`src/rtl/mem_crc_reader_pkg.sv`:
```
// Shared definitions for the CRC-protected memory path: default geometry,
// CRC-8 constants used by both the read and write sides, and reader FSM states.
package mem_crc_reader_pkg;

    localparam int DEF_DATA_W = 8;
    localparam int DEF_CRC_W  = 8;
    localparam int DEF_ADDR_W = 4;

    localparam logic [7:0] CRC8_POLY = 8'h07;
    localparam logic [7:0] CRC8_INIT = 8'h00;

    typedef enum logic [2:0] {
        ST_IDLE,
        ST_READ,
        ST_WAIT,
        ST_SHIFT,
        ST_DONE
    } state_e;

endpackage

```
`src/rtl/mem_crc_reader_if.sv`:
```
// Request/memory/result bundle of the CRC reader. The reader takes the slave
// view; the consumer plus memory side takes the master view.
interface mem_crc_reader_if
    import mem_crc_reader_pkg::*;
#(
    parameter int DATA_W = DEF_DATA_W,
    parameter int CRC_W  = DEF_CRC_W,
    parameter int ADDR_W = DEF_ADDR_W
);
    logic                    start;
    logic [ADDR_W-1:0]       addr;
    logic                    mem_re;
    logic [ADDR_W-1:0]       mem_addr;
    logic [DATA_W+CRC_W-1:0] mem_rdata;
    logic                    busy;
    logic                    done;
    logic [DATA_W-1:0]       data_out;
    logic                    crc_err;

    modport slave (
        input  start, addr, mem_rdata,
        output mem_re, mem_addr, busy, done, data_out, crc_err
    );

    modport master (
        output start, addr, mem_rdata,
        input  mem_re, mem_addr, busy, done, data_out, crc_err
    );

endinterface

```
`src/rtl/crc_serial_step.sv`:
```
// Single-bit serial CRC update, MSB-first; shared with the write-side generator.
module crc_serial_step #(
    parameter int CRC_W = 8
) (
    input  logic [CRC_W-1:0] crc_in,
    input  logic             data_bit,
    input  logic [CRC_W-1:0] poly,
    output logic [CRC_W-1:0] crc_out
);
    logic fb;

    assign fb      = crc_in[CRC_W-1] ^ data_bit;
    assign crc_out = {crc_in[CRC_W-2:0], 1'b0} ^ (fb ? poly : '0);

endmodule

```
`src/rtl/mem_crc_reader.sv`:
```
// Reads one {stored_crc, data} word from synchronous memory, recomputes the CRC
// bit-serially over the data and reports the data with a CRC mismatch flag.
module mem_crc_reader
    import mem_crc_reader_pkg::*;
#(
    parameter int               DATA_W   = DEF_DATA_W,
    parameter int               CRC_W    = DEF_CRC_W,
    parameter int               ADDR_W   = DEF_ADDR_W,
    parameter logic [CRC_W-1:0] POLY     = CRC_W'(CRC8_POLY),
    parameter logic [CRC_W-1:0] CRC_INIT = CRC_W'(CRC8_INIT)
) (
    input  logic           clk,
    input  logic           reset,
    mem_crc_reader_if.slave bus
);
    localparam int CNT_W  = $clog2(DATA_W) + 1;
    localparam int WORD_W = DATA_W + CRC_W;

    state_e            state_q, state_d;
    logic [ADDR_W-1:0] addr_q, addr_d;
    logic [DATA_W-1:0] data_q, data_d;
    logic [DATA_W-1:0] shift_q, shift_d;
    logic [CRC_W-1:0]  stored_q, stored_d;
    logic [CRC_W-1:0]  crc_q, crc_d;
    logic [CRC_W-1:0]  crc_step;
    logic [CNT_W-1:0]  cnt_q, cnt_d;
    logic [DATA_W-1:0] data_out_q, data_out_d;
    logic              crc_err_q, crc_err_d;

    // The data MSB is always presented at the top of the shift register.
    crc_serial_step #(.CRC_W(CRC_W)) u_step (
        .crc_in  (crc_q),
        .data_bit(shift_q[DATA_W-1]),
        .poly    (POLY),
        .crc_out (crc_step)
    );

    // NOTE: state registers use non-blocking assignments so every flop samples
    // the pre-edge values, independent of statement order.
    always_ff @(posedge clk or negedge reset) begin
        if (!reset) begin
            state_q    <= ST_IDLE;
            addr_q     <= '0;
            data_q     <= '0;
            shift_q    <= '0;
            stored_q   <= '0;
            crc_q      <= CRC_INIT;
            cnt_q      <= '0;
            data_out_q <= '0;
            crc_err_q  <= 1'b0;
        end else begin
            state_q    <= state_d;
            addr_q     <= addr_d;
            data_q     <= data_d;
            shift_q    <= shift_d;
            stored_q   <= stored_d;
            crc_q      <= crc_d;
            cnt_q      <= cnt_d;
            data_out_q <= data_out_d;
            crc_err_q  <= crc_err_d;
        end
    end

    // NOTE: every variable is defaulted to its held value first; a path that
    // left one unassigned would infer a latch.
    always_comb begin
        state_d    = state_q;
        addr_d     = addr_q;
        data_d     = data_q;
        shift_d    = shift_q;
        stored_d   = stored_q;
        crc_d      = crc_q;
        cnt_d      = cnt_q;
        data_out_d = data_out_q;
        crc_err_d  = crc_err_q;

        unique case (state_q)
            ST_IDLE: begin
                if (bus.start) begin
                    addr_d  = bus.addr;
                    state_d = ST_READ;
                end
            end
            ST_READ: state_d = ST_WAIT;
            ST_WAIT: begin
                data_d   = bus.mem_rdata[DATA_W-1:0];
                shift_d  = bus.mem_rdata[DATA_W-1:0];
                stored_d = bus.mem_rdata[WORD_W-1:DATA_W];
                crc_d    = CRC_INIT;
                cnt_d    = '0;
                state_d  = ST_SHIFT;
            end
            ST_SHIFT: begin
                crc_d   = crc_step;
                shift_d = {shift_q[DATA_W-2:0], 1'b0};
                cnt_d   = cnt_q + CNT_W'(1);
                if (cnt_q == CNT_W'(DATA_W - 1)) begin
                    data_out_d = data_q;
                    crc_err_d  = (crc_step != stored_q);
                    state_d    = ST_DONE;
                end
            end
            ST_DONE: state_d = ST_IDLE;
            default: state_d = ST_IDLE;
        endcase
    end

    assign bus.mem_re   = (state_q == ST_READ);
    assign bus.mem_addr = addr_q;
    assign bus.busy     = (state_q != ST_IDLE);
    assign bus.done     = (state_q == ST_DONE);
    assign bus.data_out = data_out_q;
    assign bus.crc_err  = crc_err_q;

endmodule
```
`src/flat_wrapper.sv`:
```
// flat-port wrapper written by rule: the top's interface ports become plain ports
module mem_crc_reader_flat import mem_crc_reader_pkg::*;
#(
    parameter int               DATA_W   = DEF_DATA_W,
    parameter int               CRC_W    = DEF_CRC_W,
    parameter int               ADDR_W   = DEF_ADDR_W,
    parameter logic [CRC_W-1:0] POLY     = CRC_W'(CRC8_POLY),
    parameter logic [CRC_W-1:0] CRC_INIT = CRC_W'(CRC8_INIT)
)
  (clk, reset, bus_start, bus_addr, bus_mem_rdata, bus_mem_re, bus_mem_addr, bus_busy, bus_done, bus_data_out, bus_crc_err);
  mem_crc_reader_if #(.DATA_W(DATA_W), .CRC_W(CRC_W), .ADDR_W(ADDR_W)) bus_i ();
  input  logic clk;
  input  logic reset;
  input wire logic [$bits(bus_i.start)-1:0] bus_start;
  input wire logic [$bits(bus_i.addr)-1:0] bus_addr;
  input wire logic [$bits(bus_i.mem_rdata)-1:0] bus_mem_rdata;
  output wire logic [$bits(bus_i.mem_re)-1:0] bus_mem_re;
  output wire logic [$bits(bus_i.mem_addr)-1:0] bus_mem_addr;
  output wire logic [$bits(bus_i.busy)-1:0] bus_busy;
  output wire logic [$bits(bus_i.done)-1:0] bus_done;
  output wire logic [$bits(bus_i.data_out)-1:0] bus_data_out;
  output wire logic [$bits(bus_i.crc_err)-1:0] bus_crc_err;
  assign bus_i.start = bus_start;
  assign bus_i.addr = bus_addr;
  assign bus_i.mem_rdata = bus_mem_rdata;
  assign bus_mem_re = bus_i.mem_re;
  assign bus_mem_addr = bus_i.mem_addr;
  assign bus_busy = bus_i.busy;
  assign bus_done = bus_i.done;
  assign bus_data_out = bus_i.data_out;
  assign bus_crc_err = bus_i.crc_err;
  mem_crc_reader #(.DATA_W(DATA_W), .CRC_W(CRC_W), .ADDR_W(ADDR_W), .POLY(POLY), .CRC_INIT(CRC_INIT)) u_core (.clk(clk), .reset(reset), .bus(bus_i));
endmodule
```
`config.mk`:
```
export PLATFORM = sky130hd
export DESIGN_NAME = mem_crc_reader_flat
export DESIGN_NICKNAME = d
export VERILOG_FILES = /design/src/rtl/mem_crc_reader_pkg.sv /design/src/rtl/mem_crc_reader_if.sv /design/src/rtl/crc_serial_step.sv /design/src/rtl/mem_crc_reader.sv /design/src/flat_wrapper.sv
export SDC_FILE = /design/constraint.sdc
export NUM_CORES = 1
export LEC_CHECK = 0
export CAP_MARGIN = 0
export CORE_MARGIN = 2
export CORE_UTILIZATION = 47
export CTS_CLUSTER_DIAMETER = 120
export DETAILED_ROUTE_END_ITERATION = 12
export PLACE_DENSITY = 0.75
export SETUP_SLACK_MARGIN = 0.3
export SYNTH_ARGS = -nofsm -noshare
export SYNTH_HDL_FRONTEND = slang
export SYNTH_SLANG_ARGS = --single-unit
```
`constraint.sdc`:
```
create_clock -name clk -period 1.79 [get_ports clk]
set_input_delay 0.179 -clock clk [delete_from_list [all_inputs] [get_ports clk]]
set_output_delay 0.179 -clock clk [all_outputs]
set_load 0.005 [all_outputs]
```
==> results of run 1 <==
[kinds of logic (layout without fill, tap and decap cells)]
kind of cell	Yosys count	after routing	synth area share [%]
flip-flops	52	52	58.9
AND/OR/NAND/NOR	48	48	9.69
multiplexers	36	36	17.9
AO/OA/AOI/OAI	24	24	6.91
XOR/XNOR	10	10	3.97
buffers and inverters	10	70	2.04
adder cells (fa/ha/maj)	1	1	0.566
[sequential cells by signal (all words and copies together), names as in the netlist, 3 cells and up]
name and flops:
u_core.bus.data_out 8, u_core.bus.mem_addr 4, u_core.cnt_q 4, u_core.crc_q 8, u_core.data_q 8, u_core.shift_q 8
u_core.state_q 3, u_core.stored_q 8
[per-layer routing]
layer / part of all wire (%) / global-route usage, % / vias to the layer above
met3: 5.3 / 5.42 / 5
met2: 46 / 26.3 / 31
met4: 1.3 / 6.17 / 0
met1: 47 / 24.5 / 728
met5: 0 / 0 / -
li1: - / - / 731
[layout by cell type (no fill, tap or decap), types with 6 or more instances in the layout]
cell type,Yosys,layout
mux2_4,0,8
nor2_1,9,6
mux2i_1,8,8
nand2_1,26,26
clkbuf_8,0,6
clkdlybuf4s50_1,0,34
o21ai_0,18,18
buf_4,1,16
mux2_2,28,20
dfrtp_1,52,50
[through the flow]
stage	hold WS, ns	util (%)
3_5_place_dp	0.144	61.1
6_report	0.338	66.8
2_1_floorplan	-0.117	-
4_1_cts	0.349	65.6
3_3_place_gp	0.149	61.1
5_1_grt	0.377	66.8
[power breakdown]
| part | total, mW | internal [mW] | switching [mW] |
|---|---|---|---|
| sequential | 2.10 | 1.74 | 0.366 |
| combinational | 2.24 | 1.33 | 0.913 |
| clock | 0.677 | 0.309 | 0.368 |
[repair_timing]
| item | 4_1_cts | 5_1_grt |
|---|---|---|
| resized for setup | 19 | 9 |
| setup endpoints to repair | 16 | 29 |
| hold buffers | 1 | 0 |
| endpoints found under the hold margin | 18 | 0 |
| cloned | 1 | 0 |
| pin swaps | 3 | 2 |
| buffers inserted | 6 | 5 |
[final timing paths]
path / startpoint / to / depth (start not counted)
worst max-delay path: u_core.crc_q[7] / u_core.bus.crc_err / 4
worst min-delay path: reset / u_core.bus.mem_addr[3] / 2
worst max register to register: u_core.crc_q[7] / u_core.bus.crc_err / 4
worst min register to register: u_core.shift_q[6] / u_core.shift_q[6] / 2
max in group asynchronous: reset / u_core.state_q[1] / 3
min in group clk: bus_mem_rdata[13] / u_core.stored_q[5] / 2
[final cells by class]
class,count,share of cell area [%]
clock buffer,6,2.78
tap,52,2.19
multi-input combinational,119,31.5
clock inverter,2,0.337
sequential,52,43.9
inverter,2,0.253
timing repair buffer,60,19.0
[worst max-delay path, cell delays in order, from the launching register on]
cell       delay [ns]
dfrtp_1          0.41
xor2_2           0.18
or4_4            0.52
a2111oi_4        0.29
a21oi_1          0.11
==> flow_summary.yaml, run 1 <==
yosys:
  synth_common_cells: "52 x dfrtp_1, 28 x mux2_2, 26 x nand2_1"
  synthFlopType: "dfrtp_1"
  postSynth.asyncResetShare_pct: 100
  ys_seq_elements: 52
  yosysMostFrequentCell: "dfrtp_1"
  yosys.area.top_type_share_pct: 58.9
  synthesis.area_mm2: 0.00221
  ys_warn_count: 0
  syn-num-nets: 205
  ys_seq_area_share_pct: 58.9
  synth.top_cells.by_area: "dfrtp_1 59%, mux2_2 14%, nand2_1 4.4%, o21ai_0 4.1%, mux2i_1 3.6%"
  synth.distinct_cells: 27
  synth_edf_count: 0
  syn_inst: 181
  avgSynthCellArea_um2: 12.2
  synth.largest_area_cell: "dfrtp_1"
cells_and_area:
  final_design_area_no_fill_mm2: 0.00297
  insertedDiodeCount: 0
  regArea_mm2: 0.00130
  drive_above_1_share_pct: 29.5
  areaGrowthSynthToFinish_pct: 34.3
  multiInputGateArea_um2: 935
  fin_nets: 264
  stdcell_count: 293
  n_fill_cell: 340
clocking:
  cts_root_buf: "clkbuf_8"
  cts_buffer_depth: 2
  htreeDepth: 2
  cts_buffers: 5
  clk_pin_slew_ns: 0.09
  insertion_delay_ns: 0.30
  cts.sinks: 52
  cts_tree: "built"
setup_path:
  cp_max_fo: 2
  cp-start-kind: "flip-flop"
  cp-end-kind: "flip-flop"
  required_ns: 1.98
  crit_type: "flip-flop to flip-flop"
  r2r_slack_ns: 0.16
  crit_arrival_ns: 1.82
placed_design:
  place_inst: 272
  dpl.hpwl_mm: 2.73
  pre_cts_slack_ns: 0.144
  portBuffers: 38
  dpl_cell_area_mm2: 0.00271
  place_congestion: 0.701
drt:
  wirelength_mm: 4.08
  viasPerCell: 5.10
  antenna_left: 0
  drt_iter0_markers: 92
  vias: 1495
  drc_errors: 0
  post_drt_wl_per_cell_um: 13.9
  first_pass_iters: 4
floorplanning:
  dieArea_mm2: 0.00526
  num_rows: 24
  coreArea_mm2: 0.00444
  die_w_um: 72.5
  ios: 39
  start_util_pct: 49.7
  fp.dieH_um: 72.5
sta:
  setup_tns_ns: 0
  fin_worst_skew_ns: 0.00443
  worst_pin_slew_ns: 0.433
  fin_ws_ns: 0.157
  setup-violations-final: 0
  rsz0062_at_grt: "true"
  relSlewSlack_pct: 71.2
  finalCriticalPeriod_ns: 1.63
  drv_slew: 0
  fin_crit_sh_pct: 91.2
  fmax_mhz: 612
  finalHoldViolCount: 0
run:
  maxCapViolCount: 0
power_and_ir_drop:
  vdd_ir_drop_max_mv: 0.951
  leakagePower_nw: 1.33
  power.density_mw_per_mm2: 1690
  power.total_mw: 5.02
hold_path:
  hp-class: "input pin to async pin"
global_route:
  overflow: 0
  grt_max_degree: 37
  grt_pass1_vias: 1519
  track_usage_pct: 17.6
  grt_pass1_wl_mm: 7.14
  antenna_found_initial: 0
run_status:
  status: "finished clean"
(Power assumes the default switching activity.)
==> inputs of run 2 (changes only) <==
Settings changed: CORE_UTILIZATION 47 to 49, CTS_BUF_LIST from default to sky130_fd_sc_hd__clkbuf_8, CTS_CLUSTER_SIZE from default to 40, PLACE_DENSITY 0.75 to 0.78.
==> run 2 against run 1 <==
Sequential cell count is the same. Die area shrank 3.8%. Clock skew is essentially flat. The run now ends with hold timing left. Largest cell class unchanged. Hold slack lost 0.37 ns. First-iteration DRC count grew 1.1%.
==> flow_summary.yaml, run 2 (synthesized netlist as in run 1, its figures left out) <==
run_status:
  status: "finished with violations"
  violations: "hold timing"
sta:
  finalCriticalPeriod_ns: 1.64
  fin_crit_sh_pct: 91.5
  drv_slew: 0
  setup_tns_ns: 0
  finalHoldViolCount: 46
  fin_worst_skew_ns: 0.00415
  timing.hold.ws_ns: -0.0278
  relSlewSlack_pct: 57.2
  worst_pin_slew_ns: 0.642
  setup-violations-final: 0
  rsz0062_at_grt: "true"
  fmax_mhz: 610
setup_path:
  crit_arrival_ns: 1.83
  max_stage_delay_ns: 0.52
  required_ns: 1.98
  rr_endpoint: "u_core.bus.crc_err"
  cpMaxStageDelayCell: "or4_4"
  cp-end-kind: "flip-flop"
  r2r_start: "u_core.crc_q[7]"
  r2r_cells: 4
  cp-start-kind: "flip-flop"
  cp_max_fo: 2
  path_cells: "xor2_2, or4_4, a2111oi_4, a21oi_1"
  r2r_slack_ns: 0.15
  crit_type: "flip-flop to flip-flop"
cells_and_area:
  drive_above_1_share_pct: 33.6
  insertedDiodeCount: 0
  areaGrowthSynthToFinish_pct: 42.8
  fin_nets: 273
  post-route-util_pct: 72.4
  final_common_cell: "dfrtp_1"
  final_cell_mix: "50 x dfrtp_1, 34 x clkdlybuf4s50_1, 26 x nand2_1"
  final_design_area_no_fill_mm2: 0.00315
clocking:
  cts_hold_buf: 0
  insertion_delay_ns: 0.30
  cts_buffers: 5
  cts_tree: "built"
  cts_buffer_depth: 2
  cts_root_buf: "clkbuf_8"
  clk_pin_slew_ns: 0.09
  cts.sinks: 52
  htreeDepth: 2
placed_design:
  dpl.hpwl_mm: 2.56
  dpl_cell_area_mm2: 0.00269
  place_congestion: 0.793
  portBuffers: 38
drt:
  vias: 1610
  antenna_left: 0
  drt_iter0_markers: 93
  first_pass_iters: 4
  wirelength_mm: 4.63
  viasPerCell: 5.33
  drc_errors: 0
  post_drt_wl_per_cell_um: 15.3
floorplanning:
  start_util_pct: 50.7
  num_rows: 24
  fp.dieH_um: 71.1
  ios: 39
  coreArea_mm2: 0.00435
  die_w_um: 71.1
  dieArea_mm2: 0.00506
global_route:
  grt_pass1_wl_mm: 6.87
  antenna_found_initial: 0
  overflow: 0
  grt_pass1_vias: 1488
  track_usage_pct: 17.2
  grt_max_degree: 53
power_and_ir_drop:
  power.density_mw_per_mm2: 1790
  vdd_ir_drop_max_mv: 0.912
  leakagePower_nw: 1.45
hold_path:
  hp-class: "input pin to async pin"
run:
  maxCapViolCount: 0
## run 2: cell types whose count changed in the layout (fill, tap and decap cells not counted), moves of 2 or more
cell / change
mux2_2: -14
mux2_4: +14
buf_4: +6
buf_6: +3
o21ai_0: -3
o21ai_2: +3
clkinv_2: -2
## run 2: what timing repair did
action | 4_1_cts | 5_1_grt
endpoints found under the setup margin | 16 | 32
gates cloned | 1 | 1
buffers inserted | 17 | 4
pin swaps | 4 | 7
gates resized for setup | 19 | 34
## run 2: layout make-up
| type | instances | area, um^2 |
|---|---|---|
| Clock buffer | 7 | 96.3 |
| Clock inverter | 1 | 30.0 |
| Fill cell | 272 | 1200 |
| Inverter | 2 | 7.51 |
| Multi-Input combinational cell | 119 | 998 |
| Sequential cell | 52 | 1300 |
| Tap cell | 52 | 65.1 |
| Timing Repair Buffer | 69 | 652 |
## run 2: how the worst max path moves through the flow
stage,start,to,slack [ns],depth (start not counted)
after floorplan,u_core.crc_q[7],u_core.bus.crc_err,0.15,4
after global placement,u_core.crc_q[7],u_core.bus.crc_err,0.17,4
after detailed placement,u_core.crc_q[7],u_core.bus.crc_err,0.15,4
after CTS,u_core.crc_q[7],u_core.bus.crc_err,0.15,4
after global routing,u_core.crc_q[7],u_core.bus.crc_err,0.11,4
final,u_core.crc_q[7],u_core.bus.crc_err,0.15,4
## run 2: per-layer routing
layer  part of all wire [%]  GRT usage, %  vias up
met4                    1.1          5.03        0
met2                     51          28.7       27
li1                       -             -      755
met3                    2.5          2.56        6
met1                     45          23.8      822
met5                      0             0        -
## run 2: metrics by stage
stage	worst slack, ns	std cells	power, mW	hold WS, ns
floorplan	0.145	181	3.37	-0.117
global placement	0.172	271	4.00	0.338
detailed placement	0.149	271	4.06	0.336
CTS	0.152	297	5.21	0.0111
global route	0.110	302	5.97	0.0523
finish	0.152	302	5.64	-0.0278
## run 2: power breakdown
part,switching (mW),internal (mW)
combinational,1.05,1.59
clock,0.377,0.494
sequential,0.390,1.74
## run 2: worst max-delay path: cells and delay by family, from the launching register on
kind	cells	cell delay (ns)
AND/OR/NAND/NOR	1	0.52
flip-flops	1	0.42
AO/OA/AOI/OAI	2	0.39
XOR/XNOR	1	0.19
==> edit 1, RTL diff (flow settings as in run 1) <==
Change the package constant `DEF_CRC_W` from 8 to 10.
--- a/src/rtl/mem_crc_reader_pkg.sv
+++ b/src/rtl/mem_crc_reader_pkg.sv
@@ -3,7 +3,7 @@
 package mem_crc_reader_pkg;
 
     localparam int DEF_DATA_W = 8;
-    localparam int DEF_CRC_W  = 8;
+    localparam int DEF_CRC_W  = 10;
     localparam int DEF_ADDR_W = 4;
 
     localparam logic [7:0] CRC8_POLY = 8'h07;
Interface: changed (resized bus_mem_rdata); port bits go from 39 to 41. No check against the original RTL was run, so the function may have changed too.
==> edit 1 against run 1 <==
Worst setup slack gained 79 ps; synthesized area up 7.7%; total power rose by 9.1%; sequential cell count increased by 4; hold slack better by 96 ps; count of clock-buffer cells in the layout grew 1; design area rose by 7.4%; sequential power is 8% higher; wire length up 8.7%; final cell count up 11%.
==> edit 1: results (changes against run 1) <==
- Total number of vias: 1641 (+9.8%)
- Register area: 1400 sq um (+7.7%)
- Worst supply voltage drop on vdd: 0.731 mV (-23%)
- Maximum clock skew at final layout: 8.01 ps (+3.58 ps)
- Measured slew at the worst slew-check pin: 635 ps (+202 ps)
- GR Layer Usage met3: 0.0375 (-0.0167)
- Number of filler cells placed in the layout: 372 (+9.4%)
- Max FO, Critical Path: 5 (+3)
- Leading cell types by count after synthesis: 56 x sky130_fd_sc_hd__dfrtp_1, 30 x sky130_fd_sc_hd__mux2_2, 30 x sky130_fd_sc_hd__nand2_1, 20 x sky130_fd_sc_hd__o21ai_0, 9 x sky130_fd_sc_hd__xnor2_1
- Sequential element share of the synthesized area: 0.589 (about the same)
- Share of layout cells above drive strength 1: 0.280 (-0.0145)
- Capturing point of the worst reg2reg path: u_core.bus.data_out[0]
- Total met3 wirelength after detailed routing: 167 microns (-23%)
- Number of port buffers: 40 (+5.3%)
- Static Leak: 0.00141 uW (+5.6%)
- DPL Wire Length: 2.83 mm (+3.9%)
- Cell Count Post-Placement: 301 (+11%)
- Run status: completed
- DRC violation total after the first TritonRoute iteration: 97 (+5.4%)
- Launch point of the worst reg-to-reg path: u_core.state_q[2]
- Met1 layer usage reported by global route: 0.228 (-0.0170)
- Fin Hold WS: 434 ps (+96.2 ps)
- WL met2: 2.19 mm (+17%)
- Maximum number of pins on one net before global-route repair: 41 (+11%)
- Net total in the final layout: 282 (+6.8%)
- Placer congestion estimate: 0.886 (+26%)
==> edit 1: power breakdown <==
group          leakage (uW)  internal [uW]  switching (uW)
Clock             0.0000645            494             389
Combinational      0.000657           1390             948
Sequential         0.000684           1860             402
Total               0.00141           3740            1740
==> edit 1: cells by family (layout without fill, tap and decap cells) <==
group / count (synthesis) / count (layout) / synth area share
adders and majority gates: 1 / 1 / 0.00526
buffers and inverters: 11 / 71 / 0.0216
muxes: 38 / 38 / 0.176
DFF: 56 / 56 / 0.589
AOI/OAI and AO/OA: 26 / 26 / 0.0621
and+or+nand+nor: 53 / 53 / 0.102
xor gates and xnor gates: 12 / 12 / 0.0442
==> edit 1: layout make-up <==
| type | instances | area share |
|---|---|---|
| clock inverter | 1 | 0.00943 |
| inverter | 2 | 0.00236 |
| multi-input combinational | 130 | 0.308 |
| sequential | 56 | 0.441 |
| tap | 67 | 0.0263 |
| clock buffer | 7 | 0.0302 |
| timing repair buffer | 61 | 0.183 |
==> edit 1: timing repair <==
action                                  CTS  global route
endpoints found under the setup margin   16            24
gates resized for setup                   7            18
cloned                                    0             1
buffers inserted                          7             6
hold buffers                              1             0
pin swaps                                 2             2
hold endpoints to repair                 27             0
==> edit 1: worst max-delay path, stage by stage, from the launching register on <==
cell	delay, ps
sky130_fd_sc_hd__dfrtp_1	430
sky130_fd_sc_hd__buf_6	140
sky130_fd_sc_hd__nand3b_1	190
sky130_fd_sc_hd__nor2_2	190
sky130_fd_sc_hd__buf_6	170
sky130_fd_sc_hd__mux2_2	340
==> edit 2, RTL diff (settings of run 1) <==
Made on the original files. Reset style: synchronous (`reset`), changed in one clocked block.
--- a/src/rtl/mem_crc_reader.sv
+++ b/src/rtl/mem_crc_reader.sv
@@ -37,7 +37,7 @@
 
     // NOTE: state registers use non-blocking assignments so every flop samples
     // the pre-edge values, independent of statement order.
-    always_ff @(posedge clk or negedge reset) begin
+    always_ff @(posedge clk) begin
         if (!reset) begin
             state_q    <= ST_IDLE;
             addr_q     <= '0;
Behaviour: differs if reset is asserted again (counterexample within 4 cycles, from zero or initial values and one cycle with reset low); with reset held inactive, the same outputs for 10 cycles.
==> edit 2 against run 1 <==
Highest routed layer unchanged; non-clock buffer count shrank 9; sequential share of layout area is 6.3 points lower; wire length is 1.4% higher; design area decreased by 5.7%; critical endpoint is now u_core.bus.data_out[0]; worst setup slack improved by 200 ps; synthesized area rose by 1.2%; first-iteration DRC count decreased by 4.3%; sequential cell count stayed put; utilization fell by 6.7 points; via count is 13% higher; synthesized cell count rose by 29%.
Power is not compared: it rests on default switching activity, and its combinational part moved more than twofold at a synthesized area within 25%.
==> edit 2: results (changes against run 1) <==
- Run status: completed
- Leading cell types by count after synthesis: 52 x sky130_fd_sc_hd__dfxtp_1, 45 x sky130_fd_sc_hd__nand2_1, 23 x sky130_fd_sc_hd__nor2b_1, 19 x sky130_fd_sc_hd__mux2i_1, 17 x sky130_fd_sc_hd__a21boi_1
- Cell type of the slowest stage on the worst timing path: sky130_fd_sc_hd__dfxtp_2
- Worst stage delay on the critical path: 370 ps (-150 ps)
- Maximum clock skew at final layout: 3.68 ps (-0.748 ps)
- CP arrival: 1630 ps (-190 ps)
- Measured slew at the worst slew-check pin: 441 ps (+8.78 ps)
- Share of layout cells above drive strength 1: 0.116 (-0.179)
- Via count of the first global-routing pass: 1558 (+2.6%)
- Post-DR wirelength/cell: 12.5 microns (-10%)
- Final instance count without filler cells: 331 (+13%)
- Cell Count Post-Placement: 318 (+17%)
- Net count after synthesis: 258 (+26%)
- Global-route wire length before repair: 6.95 mm (-2.7%)
- Total number of vias: 1685 (+13%)
- Number of gates given a new drive strength after cts: 11 (-8)
- Path class of the lowest-slack min-delay path: input pin to flip-flop
- DPL Wire Length: 2.82 mm (+3.5%)
- Number of cell instances on the worst register-to-register path: 6 (+2)
- Sequential element share of the synthesized area: 0.466 (-0.124)
- Pre-CTS setup slack: 274 ps (+129 ps)
- Average cell area after synthesis: 9.56 sq um (-22%)
- Yosys cell types: 36 (+33%)
- Fraction of registers with async set or reset after synthesis: 0 (-1.00)
- Maximum number of pins on one net before global-route repair: 22 (-41%)
- Post-place instance area: 2640 sq um (-2.6%)
- Placer congestion estimate: 0.764 (+9.0%)
-- edit 2: cell count changes after synthesis, sizes merged, moves of 14 or more --
cell           run 1  this run
a21boi             0        17
dfrtp             52         0
o21ai             18         4
dfxtp              0        52
mux2              28         0
nand2             26        45
nor2b              0        23
-- edit 2: worst max-delay path by stage --
stage / depth (start not counted) / slack, ps / to
floorplan: 6 / 370 / u_core.bus.data_out[0]
global placement: 6 / 340 / u_core.bus.data_out[6]
detailed placement: 6 / 270 / u_core.bus.data_out[1]
CTS: 2 / 220 / bus_busy
global route: 6 / 300 / u_core.bus.data_out[7]
finish: 6 / 360 / u_core.bus.data_out[0]
-- edit 2: layer usage --
layer  wire length, microns  track usage
met5                      0            0
met4                     86       0.0741
met3                    106       0.0318
met2                   1950        0.270
met1                   2000        0.221
-- edit 2: critical path, delay by kind of cell (launching register included) --
kind                     cells  cell delay [ps]
buffers and inverters        1              190
AND/OR/NAND/NOR              3              430
multiplexers                 1              190
flip-flops                   1              370
adder cells (fa/ha/maj)      1              140
-- edit 2: logic make-up after synthesis --
| kind of cell | synth area share |
|---|---|
| and+or+nand+nor | 0.218 |
| DFF | 0.466 |
| AOI/OAI and AO/OA | 0.140 |
| muxes | 0.0851 |
| buffers and inverters | 0.0470 |
| xor gates and xnor gates | 0.0392 |
| adders and majority gates | 0.00560 |
-- edit 2: report_power, final --
part | switching, uW | total [uW] | internal, uW
clock | 351 | 667 | 316
sequential | 34.1 | 1240 | 1210
combinational | 152 | 324 | 172
total | 537 | 2230 | 1700
-- edit 2: layout make-up --
cell class	count	area [sq um]
multi-input combinational	165	1100
fill	428	1860
inverter	1	3.75
clock buffer	8	90.1
tap	54	67.6
timing repair buffer	51	478
sequential	52	1050
